## src/rtl/tmds_word_aligner.sv

```systemverilog
// Purpose : TMDS word aligner. Finds control-period token runs, pulses bitslip until found, then reports lock.
// Latency : 1 cycle, i_encoded_data -> o_aligned_data, in every state and not gated by lock.
// Backpressure: none; one word per pixel clock, and the downstream decoder must accept every cycle.
//
// Ports
//   i_pixclk        pixel clock; also CLKDIV of the deserializer
//   i_rst_n         asynchronous active-low reset
//   i_encoded_data  deserialized 10-bit TMDS word; bit 9 is the first received bit
//   o_bitslip       one-cycle bitslip request to the deserializer
//   o_aligned_data  registered copy of i_encoded_data
//   o_locked        word alignment achieved
//   o_slip_count    current slip position, 0..9
//   o_loss_count    (only with TMDS_ALIGN_LOSS_CNT_EN) number of lock losses, saturating at 255
//
// Build option: define TMDS_ALIGN_LOSS_CNT_EN to add the o_loss_count port and its counter.
//
// Parameters
//   SEARCH_WINDOW  cycles without a qualifying run before a slip (searching) or before lock
//                  is dropped (locked). Must exceed one video line. Minimum 8.
//   RUN_LEN        consecutive control tokens that qualify a run, 2..255.
//   SETTLE_CYCLES  cycles ignored after each bitslip while the deserializer settles. Minimum 1.

module tmds_word_aligner #(
    parameter int SEARCH_WINDOW = 4096,
    parameter int RUN_LEN       = 16,
    parameter int SETTLE_CYCLES = 4
) (
    input  logic       i_pixclk,
    input  logic       i_rst_n,
    input  logic [9:0] i_encoded_data,
    output logic       o_bitslip,
    output logic [9:0] o_aligned_data,
    output logic       o_locked,
`ifdef TMDS_ALIGN_LOSS_CNT_EN
    output logic [3:0] o_slip_count,
    output logic [7:0] o_loss_count
`else
    output logic [3:0] o_slip_count
`endif
);

    localparam int WIN_W = $clog2(SEARCH_WINDOW);
    localparam int RUN_W = $clog2(RUN_LEN + 1);
    localparam int SET_W = $clog2(SETTLE_CYCLES + 1);

    localparam logic [WIN_W-1:0] WIN_LAST    = WIN_W'(SEARCH_WINDOW - 1);
    localparam logic [RUN_W-1:0] RUN_MAX     = RUN_W'(RUN_LEN);
    localparam logic [RUN_W-1:0] RUN_LAST    = RUN_W'(RUN_LEN - 1);
    localparam logic [SET_W-1:0] SETTLE_LAST = SET_W'(SETTLE_CYCLES - 1);

    typedef enum logic [1:0] {
        ST_SEARCH = 2'd0,
        ST_SLIP   = 2'd1,
        ST_SETTLE = 2'd2,
        ST_LOCKED = 2'd3
    } state_t;

    // ------------------------------------------------------------------
    // State and counters
    // ------------------------------------------------------------------
    state_t           state_q, state_d;
    logic [WIN_W-1:0] win_cnt_q, win_cnt_d;
    logic [RUN_W-1:0] run_cnt_q, run_cnt_d;
    logic [SET_W-1:0] settle_cnt_q, settle_cnt_d;
    logic [3:0]       slip_cnt_q, slip_cnt_d;
    logic             bitslip_q, bitslip_d;
    logic             locked_q, locked_d;
    logic [9:0]       data_q;

    logic             tok;
    logic             tok_vld;
    logic             run_hit;
    logic             win_exp;
    logic             settle_done;
    logic             state_chg;
    logic             hunting;

`ifdef TMDS_ALIGN_LOSS_CNT_EN
    logic [7:0]       loss_cnt_q, loss_cnt_d;
`endif

    // ------------------------------------------------------------------
    // Token detect and run/window qualifiers
    // ------------------------------------------------------------------
    always_comb begin
        tok = (i_encoded_data == 10'h354) || (i_encoded_data == 10'h0AB) ||
              (i_encoded_data == 10'h154) || (i_encoded_data == 10'h2AB);

        // Only SEARCH and LOCKED look at the data. SLIP and SETTLE see words that
        // may straddle the old and new boundary, so tokens there mean nothing.
        hunting = (state_q == ST_SEARCH) || (state_q == ST_LOCKED);
        tok_vld = tok && hunting;

        // The current word is the RUN_LEN-th consecutive token. Because run_cnt
        // saturates at RUN_LEN, an unbroken token stream hits exactly once.
        run_hit     = tok_vld && (run_cnt_q == RUN_LAST);
        win_exp     = (win_cnt_q == WIN_LAST);
        settle_done = (settle_cnt_q == SETTLE_LAST);
    end

    // ------------------------------------------------------------------
    // Next-state logic
    // ------------------------------------------------------------------
    always_comb begin
        state_d = state_q;

        unique case (state_q)
            ST_SEARCH: begin
                // A run finishing on the last window cycle still wins.
                if (run_hit) begin
                    state_d = ST_LOCKED;
                end else if (win_exp) begin
                    state_d = ST_SLIP;
                end
            end
            ST_SLIP: begin
                state_d = ST_SETTLE;
            end
            ST_SETTLE: begin
                if (settle_done) begin
                    state_d = ST_SEARCH;
                end
            end
            ST_LOCKED: begin
                // Losing lock goes back to searching at the same slip position;
                // the boundary is likely still right and no slip is issued.
                if (win_exp && !run_hit) begin
                    state_d = ST_SEARCH;
                end
            end
            default: begin
                state_d = ST_SEARCH;
            end
        endcase
    end

    // ------------------------------------------------------------------
    // Counter and output next-values
    // ------------------------------------------------------------------
    always_comb begin
        state_chg    = (state_d != state_q);

        win_cnt_d    = win_cnt_q;
        run_cnt_d    = run_cnt_q;
        settle_cnt_d = '0;
        slip_cnt_d   = slip_cnt_q;

        // Window: restarts on every state change and on every qualifying run,
        // otherwise counts while the data is being examined.
        if (state_chg || run_hit || !hunting) begin
            win_cnt_d = '0;
        end else begin
            win_cnt_d = win_cnt_q + 1'b1;
        end

        // Run length: broken by any non-token, and forced to zero around a slip.
        if (!tok_vld || (state_d == ST_SLIP) || (state_d == ST_SETTLE)) begin
            run_cnt_d = '0;
        end else if (run_cnt_q != RUN_MAX) begin
            run_cnt_d = run_cnt_q + 1'b1;
        end

        // Settle timer runs only while staying in SETTLE.
        if ((state_q == ST_SETTLE) && (state_d == ST_SETTLE)) begin
            settle_cnt_d = settle_cnt_q + 1'b1;
        end

        // One slip per SLIP cycle; ten positions cover a full 10-bit word.
        if (state_q == ST_SLIP) begin
            slip_cnt_d = (slip_cnt_q == 4'd9) ? 4'd0 : slip_cnt_q + 4'd1;
        end

        // Outputs are registered decodes of the next state so that the bitslip
        // line into the deserializer is driven straight from a flop.
        bitslip_d = (state_d == ST_SLIP);
        locked_d  = (state_d == ST_LOCKED);
    end

`ifdef TMDS_ALIGN_LOSS_CNT_EN
    always_comb begin
        loss_cnt_d = loss_cnt_q;
        if ((state_q == ST_LOCKED) && (state_d == ST_SEARCH) && (loss_cnt_q != 8'hFF)) begin
            loss_cnt_d = loss_cnt_q + 8'd1;
        end
    end
`endif

    // ------------------------------------------------------------------
    // Registers
    // ------------------------------------------------------------------
    always_ff @(posedge i_pixclk or negedge i_rst_n) begin
        if (!i_rst_n) begin
            state_q      <= ST_SEARCH;
            win_cnt_q    <= '0;
            run_cnt_q    <= '0;
            settle_cnt_q <= '0;
            slip_cnt_q   <= '0;
            bitslip_q    <= 1'b0;
            locked_q     <= 1'b0;
            data_q       <= '0;
        end else begin
            state_q      <= state_d;
            win_cnt_q    <= win_cnt_d;
            run_cnt_q    <= run_cnt_d;
            settle_cnt_q <= settle_cnt_d;
            slip_cnt_q   <= slip_cnt_d;
            bitslip_q    <= bitslip_d;
            locked_q     <= locked_d;
            data_q       <= i_encoded_data;
        end
    end

`ifdef TMDS_ALIGN_LOSS_CNT_EN
    always_ff @(posedge i_pixclk or negedge i_rst_n) begin
        if (!i_rst_n) begin
            loss_cnt_q <= '0;
        end else begin
            loss_cnt_q <= loss_cnt_d;
        end
    end

    assign o_loss_count = loss_cnt_q;
`endif

    assign o_bitslip      = bitslip_q;
    assign o_locked       = locked_q;
    assign o_slip_count   = slip_cnt_q;
    assign o_aligned_data = data_q;

endmodule
```

## config.mk

```make
export PLATFORM = sky130hd
export DESIGN_NAME = tmds_word_aligner
export DESIGN_NICKNAME = d
export VERILOG_FILES = /design/src/rtl/tmds_word_aligner.sv
export SDC_FILE = /design/constraint.sdc
export NUM_CORES = 1
export LEC_CHECK = 0
export CORE_MARGIN = 1
export CORE_UTILIZATION = 30
export DETAILED_ROUTE_END_ITERATION = 10
export MAX_ROUTING_LAYER = met4
export PLACE_DENSITY_LB_ADDON = 0.08
export SYNTH_ARGS = -nofsm -noshare
export SYNTH_HDL_FRONTEND = slang
export SYNTH_SLANG_ARGS = --single-unit
export TNS_END_PERCENT = 100
```

## constraint.sdc

```tcl
create_clock -name i_pixclk -period 2.26 [get_ports i_pixclk]
set_clock_uncertainty 0.2 [all_clocks]
set_input_delay 0.452 -clock i_pixclk [delete_from_list [all_inputs] [get_ports i_pixclk]]
set_output_delay 0.452 -clock i_pixclk [all_outputs]
set_load 0.005 [all_outputs]
```

# --- Yosys cells after proc, flatten, opt, wreduce, memory -nomap -nowiden ---
# Cells that the tools add are included.
classes:
  add_sub_neg: 4
  eq_ne: 16
  mux: 10
  n_reduce_logical: 17
op_table:
  columns: ["op", "count"]
  rows:
  - ["== test 10 bit (second input constant)", 2]
  - ["adder 12 x 1 -> 12 bit (second input constant)", 1]
  - ["== test 12 bit (second input constant)", 1]
  - ["two-way mux 12 bit", 1]
  - ["== test 10 x 8 -> 1 bit (second input constant)", 1]
  - ["== test 10 x 9 -> 1 bit (second input constant)", 1]
  - ["two-way mux 5 bit", 2]
  - ["== test 2 bit (second input constant)", 4]
  - ["logical OR 1 bit", 8]
  - ["two-way mux 2 bit", 4]
  - ["one-hot mux 2 bit (4 select lines)", 1]
  - ["adder 5 x 1 -> 5 bit (second input constant)", 1]
  - ["== test 5 x 4 -> 1 bit (second input constant)", 1]
  - ["!= test 5 bit (second input constant)", 1]
  - ["adder 4 x 1 -> 4 bit (second input constant)", 1]
  - ["== test 2 x 1 -> 1 bit (second input constant)", 2]
  - ["== test 4 bit (second input constant)", 1]
  - ["logical AND 1 bit", 4]
  - ["two-way mux 4 bit", 1]
  - ["adder 3 x 1 -> 3 bit (second input constant)", 1]
  - ["== test 3 x 2 -> 1 bit (second input constant)", 1]
  - ["logical NOT 1 bit", 3]
  - ["two-way mux 3 bit", 1]
  - ["logical NOT 2 bit", 1]
  - ["2 further kinds", 2]
word_totals:
  ff_bits: 38
  in_bits: 12
  out_inout_bits: 16
  wordCells: 55

# --- Longest topological paths before layout ---
# Gate-level depths: netlist of the first run.
logic_depth:
  ltp_word: 14
  depth_mapped: 10
  depth_no_buf: 10

# --- Worst setup path before layout of the first run ---
# OpenSTA, ideal clock, no wires.
synth_timing:
  path_type: "reg2reg"
  start: "register run_cnt_q[0]"
  end: "register run_cnt_q[2]"
  setup_ps: 96
  t_arrival_ps: 1958
  t_required_ps: 1964
  setup_slack_ps: 6
  stages_incl_launch_ff: 11
  n_path_buf: 0
  period_less_slack_ps: 2254
  path_cell_list: "dfrtp_1 ha_1 and3_1 ha_1 nor2b_1 nand4b_1 nand2_1 o211ai_2 inv_2 xnor2_2 nor4_2"
synth_via:
  elab_chain_len: 10
  elab_cells_between_ends: 16
  cone_classes: "add/sub (1); eq/ne (4); mux (5); reduce/logical (6)"
synth_rtl:
  columns: ["element", "line", "source"]
  rows:
  - ["start: declaration", "63", "logic [RUN_W-1:0] run_cnt_q, run_cnt_d;"]
  - ["start signal: assignment", "204", "run_cnt_q <= run_cnt_d;"]
  - ["== test 5 x 4 -> 1 bit (*)", "96", "run_hit = tok_vld && (run_cnt_q == RUN_LAST);"]
  - ["logical AND 1 bit (*)", "96", null]
  - ["logical NOT 1 bit", "127", "if (win_exp && !run_hit) begin"]
  - ["logical AND 1 bit", "127", null]
  - ["two-way mux 2 bit", "127", null]
  - ["one-hot mux 2 bit (4 select lines) (*)", "107", "unique case (state_q)"]
  - ["named net state_d[0]", "61", "state_t state_q, state_d;"]
  - ["== test 2 x 1 -> 1 bit", "157", "if (!tok_vld || (state_d == ST_SLIP) || (state_d == ST_SETTLE)) begin"]
  - ["logical OR 1 bit", "157", null]
  - ["logical OR 1 bit (*)", "157", null]
  - ["two-way mux 5 bit or nonzero test 2 bit (tied branches)", null, null]
# Mark *: on every way through the listed nets, which the timed path passes. The rest lies on a longest branch. The select of a mux whose other input is x is not followed.
# A chain may end at the register's enable or synchronous reset.

# --- Final worst setup path of the first run ---
layout_timing:
  start: "register run_cnt_q[1]"
  end: "register settle_cnt_q[2]"
layout_via:
  elab_chain_len: 9
  elab_cells_between_ends: 10
  cone_classes: "eq/ne (2); mux (4); reduce/logical (4)"
layout_rtl:
  columns: ["element", "line", "source"]
  rows:
  - ["== test 5 x 4 -> 1 bit (*)", "96", null]
  - ["logical AND 1 bit (*)", "96", null]
  - ["logical NOT 1 bit", "127", null]
  - ["logical AND 1 bit", "127", null]
  - ["two-way mux 2 bit", "127", null]
  - ["one-hot mux 2 bit (4 select lines) (*)", "107", null]
  - ["named net state_d[0]", "61", null]
  - ["== test 2 bit (*)", "164", "if ((state_q == ST_SETTLE) && (state_d == ST_SETTLE)) begin"]
  - ["logical AND 1 bit (*)", "164", null]
  - ["two-way mux 3 bit (*)", "164", null]
  - ["named net settle_cnt_d[2]", "64", "logic [SET_W-1:0] settle_cnt_q, settle_cnt_d;"]
  - ["end signal: assignment", "205", "settle_cnt_q <= settle_cnt_d;"]
  - ["end: declaration", "64", null]
# Mark *: on every way through the listed nets, which the timed path passes. The rest lies on a longest branch.

==> tab_implementation.tex, run 1 <==
\begin{tabular}{lr}
\hline
Metric & Value \\
\hline
\multicolumn{2}{l}{\textbf{Critical path}} \\
\quad RR Startpoint & run\_cnt\_q[1] \\
\quad Critical path capture point type & flip-flop \\
\quad Count of cells along the worst register-to-register path & 10 \\
\quad Kind of critical path & reg2reg \\
\quad Capturing instance or port of the critical path & settle\_cnt\_q[2] \\
\quad Required time worst endpoint & 2260 ps \\
\quad R2R Setup Slk & -100 ps \\
\quad Crit. Startpoint & run\_cnt\_q[1] \\
\quad Capture instance of the worst register-to-register path & settle\_cnt\_q[2] \\
\quad Data arrival time at the worst-slack endpoint & 2360 ps \\
\quad Peak fanout along the critical path & 4 \\
\quad Element type at the critical path start & flip-flop \\
\multicolumn{2}{l}{\textbf{Timing}} \\
\quad Slew HR & 67.94\% \\
\quad Slew @ Worst Pin & roughly 480 ps \\
\quad Share of the clock period used by the worst path & 104.6\% \\
\quad Setup repair after global routing missed its margin & yes \\
\quad Final setup violating endpoints & 14 \\
\quad Final worst path period need & 2364 ps \\
\quad Fin. Hold Viols & 0 \\
\quad Fmax achieved & 423.1 MHz \\
\quad Number of pins exceeding their max-slew limit in the final report & 0 \\
\quad Final WS setup & -103.7 ps \\
\multicolumn{2}{l}{\textbf{Route}} \\
\quad Post-detailed-route count of antenna-violating nets & 0 \\
\quad Final routed DRC violation total & 0 \\
\quad Number of DRC markers after the initial detailed-route iteration & 47 \\
\quad Routed length per instance & 13.04 µm \\
\quad WL final & 3886 µm \\
\quad Via density & 4.735 \\
\quad Via total after detailed routing & 1411 \\
\quad Number of optimization iterations in the first detailed-route pass & 4 \\
\multicolumn{2}{l}{\textbf{Cells and area}} \\
\quad Leading cell type in the layout, fill and taps excluded & dfrtp\_1 \\
\quad Final net count & 244 \\
\quad Fraction of layout instances using a drive strength above 1 & 34.08\% \\
\quad Multi-input combinational cell area & 0.001027 mm² \\
\quad Top library cells by usage in the layout, fill and taps aside & 38 x dfrtp\_1, 26 x clkdlybuf4s50\_1, 19 x buf\_4, 13 x nor2\_4, 11 x xor2\_1 \\
\quad Final Instance Area & 0.002716 mm² \\
\quad Seq. cell area & 950.9 µm² \\
\quad Antenna fix cells & 0 \\
\quad Count of fill cells added during filler insertion & 561 \\
\quad Relative area change from synthesis to final layout & 45.22\% \\
\quad Final instance count without filler cells & 298 \\
\multicolumn{2}{l}{\textbf{Place}} \\
\quad Placed cell area & 0.002362 mm² \\
\quad Post-detailed-placement half-perimeter wirelength & 2665 µm \\
\quad Count of placed standard cells including taps & 287 \\
\quad Gpl congestion & between 0.7 and 0.8 \\
\quad Count of buffers inserted at the top-level ports & 27 \\
\multicolumn{2}{l}{\textbf{Power and ir drop}} \\
\quad VDD IR-drop max & 0.0004448 V \\
\quad Static leakage power & 1.145 nW \\
\quad Power per cell area & slightly above 600 mW/mm² \\
\multicolumn{2}{l}{\textbf{Global routing}} \\
\quad Vias in the first global route & 1461 \\
\quad Global route overflow & 0 \\
\quad Maximum number of pins on one net before global-route repair & 39 \\
\quad Antenna violations before repair & 0 \\
\quad Global-route total usage across every layer & 13.51\% \\
\quad Global-route wire length before repair & 6589 µm \\
\multicolumn{2}{l}{\textbf{Floorplanning}} \\
\quad Core footprint & 0.005956 mm² \\
\quad Die width & 80.96 µm \\
\quad Starting utilization of the core area & 31.41\% \\
\quad Die Area & 0.006555 mm² \\
\quad Core Rows & 28 \\
\quad Vertical die dimension & 80.96 µm \\
\quad I/O Pins & 28 \\
\multicolumn{2}{l}{\textbf{Synthesis}} \\
\quad Synth Cell Area & 0.001871 mm² \\
\quad Total nets after synthesis & 190 \\
\quad Yosys warning total & 0 \\
\quad Mean post-synth cell area & 11.13 µm² \\
\quad Yosys cell types & 40 \\
\quad Yosys reg bits & 38 \\
\quad Proportion of synthesized chip area in sequential cells & 50.84\% \\
\quad Synthesized instance count & 168 \\
\multicolumn{2}{l}{\textbf{Clocking}} \\
\quad Clock Latency Late Sink & 290 ps \\
\quad CTS Buffer Depth & 2 \\
\quad Maximum level of the CTS H-tree & 2 \\
\quad Num Clock Sinks & 38 \\
\quad CTS buffer count & 5 \\
\quad Clock tree from TritonCTS & yes \\
\quad Buffer cell driving the clock tree root & clkbuf\_8 \\
\quad Clock transition at the registers of the reported paths & 80 ps \\
\quad Post-CTS Hold Fix Bufs & 0 \\
\multicolumn{2}{l}{\textbf{Run}} \\
\quad Max-capacitance violation count & 0 \\
\multicolumn{2}{l}{\textbf{Run status}} \\
\quad Failing checks & setup timing \\
\quad Status & finished with violations \\
\multicolumn{2}{l}{\textbf{Hold path}} \\
\quad Hold WC Path Type & in2async \\
\hline
\end{tabular}
[power breakdown]
| part | total, W | switching, W | internal, W |
|---|---|---|---|
| Clock | 0.000710 | 0.000239 | 0.000471 |
| Combinational | 0.000219 | 0.000103 | 0.000116 |
| Sequential | 0.000745 | 0.0000265 | 0.000718 |
[how the worst min path moves through the flow]
stage / from / to / depth (start not counted)
finish: i_rst_n / o_aligned_data[1] / 2
global route: i_rst_n / o_aligned_data[1] / 2
CTS: i_rst_n / run_cnt_q[3] / 2
detailed placement: o_slip_count[0] / o_slip_count[0] / 1
global placement: o_slip_count[0] / o_slip_count[0] / 1
floorplan: i_rst_n / o_aligned_data[0] / 0
[cells in the mapped netlist]
cell | number | area (µm²)
a211oi_1 | 1 | 7.510
and3_1 | 4 | 25.02
nand3_1 | 9 | 45.04
and4_4 | 1 | 11.26
ha_1 | 10 | 125.1
nand3_2 | 1 | 10.01
buf_6 | 2 | 22.52
mux2i_1 | 1 | 10.01
nor4b_1 | 1 | 8.760
and3_2 | 2 | 15.01
nand2b_1 | 3 | 18.77
a21o_1 | 1 | 7.510
xnor2_1 | 4 | 35.03
and3_4 | 1 | 11.26
a31oi_1 | 2 | 12.51
inv_2 | 1 | 3.750
o211ai_2 | 1 | 12.51
nor3b_2 | 2 | 25.02
or2_4 | 1 | 8.760
dfrtp_1 | 38 | 950.9
nor3_1 | 7 | 35.03
nor4_2 | 1 | 12.51
and4bb_2 | 2 | 25.02
nor3b_1 | 1 | 7.510
xor2_1 | 11 | 96.34
nand4_1 | 5 | 31.28
nand2_1 | 9 | 33.78
a21oi_1 | 3 | 15.01
a2111o_1 | 1 | 11.26
o2111ai_1 | 1 | 8.760
inv_1 | 9 | 33.78
xnor2_2 | 1 | 16.27
nor2_2 | 9 | 56.30
nor2_4 | 1 | 11.26
and4_2 | 1 | 10.01
and2b_1 | 1 | 7.510
nor2b_1 | 4 | 25.02
nand4b_1 | 1 | 8.760
nor2_1 | 9 | 33.78
o21ai_0 | 5 | 25.02
[worst max-delay path: stages (launching register included)]
cell and delay (ps):
dfrtp_1 390, ha_2 190, and3_4 180, ha_4 150
nor2b_4 120, nand4b_1 190, nand2_1 110, o211ai_2 190
inv_2 100, or2_4 260, nor3b_2 190
[cell families (layout without fill, tap and decap cells)]
family	after synthesis	count (layout)	share of synthesized area [%]
and+or+nand+nor	76	76	25.48
muxes	1	1	0.5351
adders and majority gates	10	10	6.689
AOI/OAI and AO/OA	15	15	5.351
DFF	38	38	50.84
buffers and inverters	12	67	3.210
xor gates and xnor gates	16	16	7.893
[metal layers]
layer / track usage, % / wire (µm) / up-vias / share of wire, %
met5: - / 0 / - / 0
met4: 4.286 / 42 / 0 / 1.1
met3: 3.596 / 149 / 4 / 3.8
met2: 24.37 / 2006 / 25 / 52
met1: 14.26 / 1687 / 698 / 43
li1: - / - / 684 / -
[final cells by class]
| class | count | area share, % |
|---|---|---|
| sequential | 38 | 35.01 |
| multi-input combinational | 118 | 37.82 |
| tap | 75 | 3.455 |
| timing repair buffer | 49 | 17.09 |
| inverter | 10 | 1.382 |
| clock buffer | 6 | 3.040 |
| clock inverter | 2 | 2.211 |
[through the flow]
step | power (W) | util [%] | setup slack [ps] | hold WS (ps) | TNS, ps
floorplan | 0.0008380 | - | 6.428 | -43.59 | 0
global placement | 0.0009353 | 39.66 | -263.1 | 301.0 | -2922
detailed placement | 0.0009390 | 39.66 | -251.9 | 316.2 | -2830
CTS | 0.001664 | 43.15 | -70.00 | 19.75 | -103.2
global route | 0.001765 | 45.61 | -190.4 | 48.25 | -1894
finish | 0.001674 | 45.61 | -103.7 | 5.260 | -417.3
[state kept, by name, indices dropped and copies added (netlist names)]
register        cells
o_aligned_data     10
o_bitslip           1
o_locked            1
o_slip_count        4
run_cnt_q           5
settle_cnt_q        3
state_q             2
win_cnt_q          12
[repair_timing]
| item | in CTS | in global routing |
|---|---|---|
| cloned | 0 | 1 |
| setup endpoints to repair | 20 | 23 |
| pin swaps | 12 | 21 |
| setup buffers | 2 | 1 |
| resized for setup | 9 | 29 |
Power figures use the tool's default switching activity.
==> inputs of run 2 (changes only) <==
--- a/config.mk
+++ b/config.mk
@@ -10,6 +10,7 @@
 export DETAILED_ROUTE_END_ITERATION = 10
 export MAX_ROUTING_LAYER = met4
 export PLACE_DENSITY_LB_ADDON = 0.08
+export SLEW_MARGIN = 20
 export SYNTH_ARGS = -nofsm -noshare
 export SYNTH_HDL_FRONTEND = slang
 export SYNTH_SLANG_ARGS = --single-unit
==> constraint.sdc (replaced) <==
create_clock -name i_pixclk -period 2.26 [get_ports i_pixclk]
set_clock_uncertainty 0.2 [all_clocks]
set_input_delay 0.678 -clock i_pixclk [delete_from_list [all_inputs] [get_ports i_pixclk]]
set_output_delay 0.678 -clock i_pixclk [all_outputs]
set_load 0.005 [all_outputs]
==> tab_implementation.tex, run 2 (synthesis results as in run 1) <==
\begin{tabular}{lr}
\hline
Metric & Value \\
\hline
\multicolumn{2}{l}{\textbf{Timing}} \\
\quad Fmax achieved & 433.1 MHz \\
\quad Slew HR & 72.60\% \\
\quad Fin. Hold Viols & 0 \\
\quad Final setup violating endpoints & 8 \\
\quad Final hold slack & between 100 and 150 ps \\
\quad Setup repair after global routing missed its margin & yes \\
\quad Slew @ Worst Pin & about 400 ps \\
\quad Number of pins exceeding their max-slew limit in the final report & 0 \\
\quad Final worst path period need & 2309 ps \\
\quad Share of the clock period used by the worst path & 102.2\% \\
\quad Final WS setup & -48.75 ps \\
\multicolumn{2}{l}{\textbf{Cells and area}} \\
\quad Top library cells by usage in the layout, fill and taps aside & 38 x dfrtp\_1, 23 x buf\_4, 17 x clkdlybuf4s50\_1, 13 x nor2\_4, 11 x xor2\_1 \\
\quad Fraction of layout instances using a drive strength above 1 & 35.24\% \\
\quad Relative area change from synthesis to final layout & 44.28\% \\
\quad Leading cell type in the layout, fill and taps excluded & dfrtp\_1 \\
\quad Final net count & 248 \\
\quad Antenna fix cells & 0 \\
\quad Largest register by flop count & win\_cnt\_q \\
\quad Flip-flop count of the largest register, all copies and words added & 12 \\
\quad Final core utilization & a little under half \\
\quad Final instance count without filler cells & 302 \\
\quad Count of fill cells added during filler insertion & about 580 \\
\multicolumn{2}{l}{\textbf{Critical path}} \\
\quad Capturing instance or port of the critical path & settle\_cnt\_q[2] \\
\quad Required time worst endpoint & 2270 ps \\
\quad Capture instance of the worst register-to-register path & settle\_cnt\_q[2] \\
\quad Element type at the critical path start & flip-flop \\
\quad Count of cells along the worst register-to-register path & 10 \\
\quad Cell type group with the largest total delay on the critical path & simple AND/OR/NAND/NOR gates \\
\quad Data arrival time at the worst-slack endpoint & 2320 ps \\
\quad Cell-by-cell trace of the critical path & ha\_2 > and3\_4 > ha\_4 > nor2b\_4 > nand4b\_1 > nand2\_1 > o211ai\_2 > inv\_2 > or2\_4 > nor3b\_2 \\
\quad Kind of critical path & reg2reg \\
\quad Crit. Startpoint & run\_cnt\_q[0] \\
\quad Critical path capture point type & flip-flop \\
\quad R2R Setup Slk & -50 ps \\
\quad RR Startpoint & run\_cnt\_q[0] \\
\quad Peak fanout along the critical path & 4 \\
\quad Cell at the slowest stage of the critical path & dfrtp\_1 \\
\quad Worst path max stage delay & 400 ps \\
\quad Critical path depth & 10 \\
\quad Buffers plus inverters on the worst setup path & 1 \\
\multicolumn{2}{l}{\textbf{Floorplanning}} \\
\quad Core footprint & 0.005956 mm² \\
\quad Vertical die dimension & 80.96 µm \\
\quad I/O Pins & 28 \\
\quad Core Rows & 28 \\
\quad Die width & 80.96 µm \\
\quad Die Area & 0.006555 mm² \\
\quad Starting utilization of the core area & a little under a third \\
\multicolumn{2}{l}{\textbf{Route}} \\
\quad Routed length per instance & 12.63 µm \\
\quad Via density & around 4.7 \\
\quad Number of optimization iterations in the first detailed-route pass & 4 \\
\quad WL final & roughly 3800 µm \\
\quad Post-detailed-route count of antenna-violating nets & 0 \\
\quad Number of DRC markers after the initial detailed-route iteration & 76 \\
\quad Via total after detailed routing & 1427 \\
\quad Final routed DRC violation total & 0 \\
\multicolumn{2}{l}{\textbf{Clocking}} \\
\quad Post-CTS Hold Fix Bufs & 0 \\
\quad Buffer cell driving the clock tree root & clkbuf\_8 \\
\quad Clock tree from TritonCTS & yes \\
\quad Maximum level of the CTS H-tree & 2 \\
\quad CTS buffer count & 5 \\
\quad Clock transition at the registers of the reported paths & 80 ps \\
\quad CTS Buffer Depth & 2 \\
\quad Num Clock Sinks & 38 \\
\quad Clock Latency Late Sink & 290 ps \\
\multicolumn{2}{l}{\textbf{Hold path}} \\
\quad Hold WC Path Type & in2async \\
\multicolumn{2}{l}{\textbf{Run}} \\
\quad Max-capacitance violation count & 0 \\
\multicolumn{2}{l}{\textbf{Place}} \\
\quad Count of placed standard cells including taps & roughly 290 \\
\quad Gpl congestion & 0.7523 \\
\quad Post-detailed-placement half-perimeter wirelength & 2723 µm \\
\quad Count of buffers inserted at the top-level ports & 27 \\
\multicolumn{2}{l}{\textbf{Power and ir drop}} \\
\quad Internal power component & 0.001156 W \\
\quad Portion of total power attributed to sequential cells & between 40 and 50\% \\
\quad Sw Share & 24.11\% \\
\quad Portion of total power attributed to the clock network & 37.0\% \\
\quad Net switching power figure & 0.0003675 W \\
\quad Power per cell area & 564.7 mW/mm² \\
\quad Static leakage power & roughly 1.2 nW \\
\quad Comb pwr share & 14.2\% \\
\quad Pwr Total & 0.001524 W \\
\quad VDD IR-drop max & 0.0003445 V \\
\multicolumn{2}{l}{\textbf{Global routing}} \\
\quad Global route overflow & 0 \\
\quad Vias in the first global route & 1469 \\
\quad Antenna violations before repair & 0 \\
\quad Global-route wire length before repair & between 6000 and 7000 µm \\
\quad Global-route total usage across every layer & approximately 14\% \\
\quad Maximum number of pins on one net before global-route repair & 23 \\
\multicolumn{2}{l}{\textbf{Run status}} \\
\quad Failing checks & setup timing \\
\quad Status & finished with violations \\
\hline
\end{tabular}
==> run 2: cell count changes in the layout (fill, tap and decap cells not counted), sizes merged <==
cell / previous run / this run
clkbuf: 7 / 6
dlygate4sd2: 0 / 9
clkdlybuf4s50: 26 / 17
bufinv: 2 / 1
clkinv: 0 / 2
buf: 22 / 26
==> run 2: how the worst min path moves through the flow <==
stage	slack [ps]	end	cells after the start
floorplan	180	o_aligned_data[0]	0
detailed placement	310	o_slip_count[0]	1
finish	110	o_aligned_data[6]	1
global route	120	o_aligned_data[6]	1
CTS	110	o_aligned_data[6]	1
global placement	300	o_slip_count[0]	1
==> run 2: final cells by class <==
class	count	area, µm²	share of cell area, %
inverters	10	37.54	1.391
flip-flops and latches	38	950.9	35.23
multi-input cells	118	1016	37.64
clock inverters	3	40.04	1.484
repair buffers	53	491.7	18.22
clock buffers	5	68.82	2.550
well taps	75	93.84	3.477
==> run 2: power by group through the flow <==
| stage | Combinational, W | Clock, W | Sequential, W |
|---|---|---|---|
| after global routing | 0.000247 | 0.000620 | 0.000749 |
| after global placement | 0.000182 | 0 | 0.000756 |
| after floorplan | 0.0000753 | 0 | 0.000763 |
| after CTS | 0.000182 | 0.000588 | 0.000744 |
| final | 0.000216 | 0.000564 | 0.000743 |
| after detailed placement | 0.000184 | 0 | 0.000757 |
==> run 2: timing repair <==
| action | 4_1_cts | 5_1_grt |
|---|---|---|
| setup buffers | 3 | 3 |
| setup endpoints to repair | 21 | 23 |
| pin swaps | 17 | 19 |
| cloned | 0 | 1 |
| resized for setup | 23 | 22 |
==> run 2: routing by layer <==
layer	share of wire [%]	global-route usage, %	up-vias
met5	0	-	-
met4	2.3	7.143	0
met3	4.0	2.809	9
met2	52	23.95	31
met1	41	14.34	694
li1	-	-	693
==> run 2: metrics by stage <==
step | setup TNS, ps | setup WS [ps] | cell area (µm²)
4_1_cts | -45.79 | -45.79 | 2572
2_1_floorplan | 0 | 6.428 | 1871
3_3_place_gp | -8075 | -484.6 | 2375
6_report | -187.3 | -48.75 | 2699
5_1_grt | -2092 | -148.8 | 2699
3_5_place_dp | -8466 | -532.5 | 2375
==> run 2: worst register-to-register path, cell delays in order, from the launching register on <==
cell and delay, ps:
dfrtp_1 400, ha_2 190, and3_4 190, ha_4 160, nor2b_4 120, nand4b_1 170, nand2_1 90, o211ai_2 180
inv_2 100, or2_4 280, nor3b_2 160
==> inputs of run 3 (changes only) <==
--- a/config.mk
+++ b/config.mk
@@ -8,7 +8,6 @@
 export CORE_MARGIN = 1
 export CORE_UTILIZATION = 30
 export DETAILED_ROUTE_END_ITERATION = 10
-export MAX_ROUTING_LAYER = met4
 export PLACE_DENSITY_LB_ADDON = 0.08
 export SLEW_MARGIN = 20
 export SYNTH_ARGS = -nofsm -noshare
==> tab_implementation.tex, run 3 (synthesis results as in run 1) <==
\begin{tabular}{lr}
\hline
Metric & Value \\
\hline
\multicolumn{2}{l}{\textbf{Run status}} \\
\quad Status & finished with violations \\
\quad Failing checks & setup timing \\
\multicolumn{2}{l}{\textbf{Route}} \\
\quad Final routed DRC violation total & 0 \\
\quad WL final & 3804 µm \\
\quad Via total after detailed routing & 1426 \\
\quad Number of DRC markers after the initial detailed-route iteration & 75 \\
\quad Post-detailed-route count of antenna-violating nets & 0 \\
\quad Number of optimization iterations in the first detailed-route pass & 4 \\
\quad Via density & 4.722 \\
\quad Routed length per instance & 12.60 µm \\
\multicolumn{2}{l}{\textbf{Clocking}} \\
\quad Maximum level of the CTS H-tree & 2 \\
\quad Clock Latency Late Sink & 290 ps \\
\quad Num Clock Sinks & 38 \\
\quad CTS Buffer Depth & 2 \\
\quad Buffer cell driving the clock tree root & clkbuf\_8 \\
\quad Clock transition at the registers of the reported paths & about 80 ps \\
\quad Clock tree from TritonCTS & yes \\
\quad CTS buffer count & 5 \\
\multicolumn{2}{l}{\textbf{Cells and area}} \\
\quad Antenna fix cells & 0 \\
\quad Leading cell type in the layout, fill and taps excluded & dfrtp\_1 \\
\quad Final instance count without filler cells & 302 \\
\quad Top library cells by usage in the layout, fill and taps aside & 38 x dfrtp\_1, 23 x buf\_4, 17 x clkdlybuf4s50\_1, 13 x nor2\_4, 11 x xor2\_1 \\
\quad Final net count & 248 \\
\quad Multi-input combinational cell area & 0.001016 mm² \\
\quad Flip-flop count of the largest register, all copies and words added & 12 \\
\quad Count of fill cells added during filler insertion & between 500 and 600 \\
\quad Largest register by flop count & win\_cnt\_q \\
\quad Final Instance Area & approximately 0.0027 mm² \\
\quad Seq. cell area & 950.9 µm² \\
\quad Fraction of layout instances using a drive strength above 1 & 35.24\% \\
\quad Relative area change from synthesis to final layout & 44.28\% \\
\multicolumn{2}{l}{\textbf{Critical path}} \\
\quad Cell type group with the largest total delay on the critical path & simple AND/OR/NAND/NOR gates \\
\quad Buffers plus inverters on the worst setup path & 1 \\
\quad Element type at the critical path start & flip-flop \\
\quad Required time worst endpoint & between 2000 and 2500 ps \\
\quad Count of cells along the worst register-to-register path & 10 \\
\quad Critical path capture point type & flip-flop \\
\quad R2R Setup Slk & -50 ps \\
\quad Critical path depth & 10 \\
\quad Cell at the slowest stage of the critical path & dfrtp\_1 \\
\quad Kind of critical path & reg2reg \\
\quad Cell-by-cell trace of the critical path & ha\_2 > and3\_4 > ha\_4 > nor2b\_4 > nand4b\_1 > nand2\_1 > o211ai\_2 > inv\_2 > or2\_4 > nor3b\_2 \\
\quad RR Startpoint & run\_cnt\_q[0] \\
\quad Worst path max stage delay & 400 ps \\
\quad Capture instance of the worst register-to-register path & settle\_cnt\_q[2] \\
\quad Capturing instance or port of the critical path & settle\_cnt\_q[2] \\
\quad Data arrival time at the worst-slack endpoint & around 2300 ps \\
\quad Crit. Startpoint & run\_cnt\_q[0] \\
\quad Peak fanout along the critical path & 4 \\
\multicolumn{2}{l}{\textbf{Global routing}} \\
\quad Global-route wire length before repair & around 6500 µm \\
\quad Global route overflow & 0 \\
\quad Antenna violations before repair & 0 \\
\quad Global-route total usage across every layer & 13.24\% \\
\quad Maximum number of pins on one net before global-route repair & 23 \\
\quad Vias in the first global route & approximately 1500 \\
\multicolumn{2}{l}{\textbf{Power and ir drop}} \\
\quad Static leakage power & 1.168 nW \\
\quad VDD IR-drop max & 0.0003446 V \\
\quad Power per cell area & 564.7 mW/mm² \\
\quad Pwr Total & approximately 0.0015 W \\
\multicolumn{2}{l}{\textbf{Timing}} \\
\quad Final WS setup & -45.23 ps \\
\quad Final setup violating endpoints & 8 \\
\quad Slew @ Worst Pin & 411.6 ps \\
\quad Slew HR & 72.56\% \\
\quad Share of the clock period used by the worst path & 102.0\% \\
\quad Number of pins exceeding their max-slew limit in the final report & 0 \\
\quad Final hold slack & 105.1 ps \\
\quad Setup TNS & -183.6 ps \\
\quad Fin. Hold Viols & 0 \\
\quad Fmax achieved & 433.8 MHz \\
\quad Setup repair after global routing missed its margin & yes \\
\quad Final worst path period need & 2305 ps \\
\multicolumn{2}{l}{\textbf{Hold path}} \\
\quad Hold WC Path Type & in2async \\
\multicolumn{2}{l}{\textbf{Place}} \\
\quad Count of placed standard cells including taps & 287 \\
\quad Count of buffers inserted at the top-level ports & 27 \\
\quad Gpl congestion & 0.7430 \\
\quad Post-detailed-placement half-perimeter wirelength & 2723 µm \\
\quad Placed cell area & around 0.0024 mm² \\
\multicolumn{2}{l}{\textbf{Run}} \\
\quad Max-capacitance violation count & 0 \\
\multicolumn{2}{l}{\textbf{Floorplanning}} \\
\quad Core Rows & 28 \\
\quad I/O Pins & 28 \\
\quad Vertical die dimension & roughly 81 µm \\
\quad Die Area & 0.006555 mm² \\
\quad Die width & $\sim$80 µm \\
\quad Starting utilization of the core area & a little under a third \\
\quad Core footprint & 0.005956 mm² \\
\hline
\end{tabular}
==> run 3: layout make-up <==
cell class / count / share of cell area, %
clock inverters: 3 / 1.484
flip-flops and latches: 38 / 35.23
multi-input cells: 118 / 37.64
well taps: 75 / 3.477
repair buffers: 53 / 18.22
inverters: 10 / 1.391
clock buffers: 5 / 2.550
==> run 3: report_power, final <==
group	switching [W]	leakage [nW]	internal [W]
clock network	0.000239	0.0579	0.000325
logic	0.000103	0.627	0.000113
registers	0.0000252	0.483	0.000718
==> run 3: repair_timing <==
action,4_1_cts,5_1_grt
resized for setup,23,22
hold buffers,0,0
cloned,0,1
buffers inserted,3,3
pin swaps,17,19
setup endpoints to repair,21,23
==> run 3: worst min-delay path by stage <==
| stage | depth (start not counted) | to | start |
|---|---|---|---|
| after floorplan | 0 | o_aligned_data[0] | i_rst_n |
| after global placement | 1 | o_slip_count[0] | o_slip_count[0] |
| after detailed placement | 1 | o_slip_count[0] | o_slip_count[0] |
| after CTS | 1 | o_aligned_data[6] | i_rst_n |
| after global routing | 1 | o_aligned_data[6] | i_rst_n |
| final | 1 | o_aligned_data[6] | i_rst_n |
==> run 3: stage by stage <==
step           worst slack [ps]  utilization [%]
2_1_floorplan             6.428                -
3_3_place_gp             -484.6            39.87
3_5_place_dp             -532.5            39.87
4_1_cts                  -45.79            43.19
5_1_grt                  -148.8            45.32
6_report                 -45.23            45.32
==> run 3: metal layers <==
| layer | GRT usage (%) | wire [µm] |
|---|---|---|
| met1 | 14.34 | 1572 |
| met2 | 23.95 | 1990 |
| met3 | 3.483 | 152 |
| met4 | 6.071 | 88 |
| met5 | 0 | 0 |
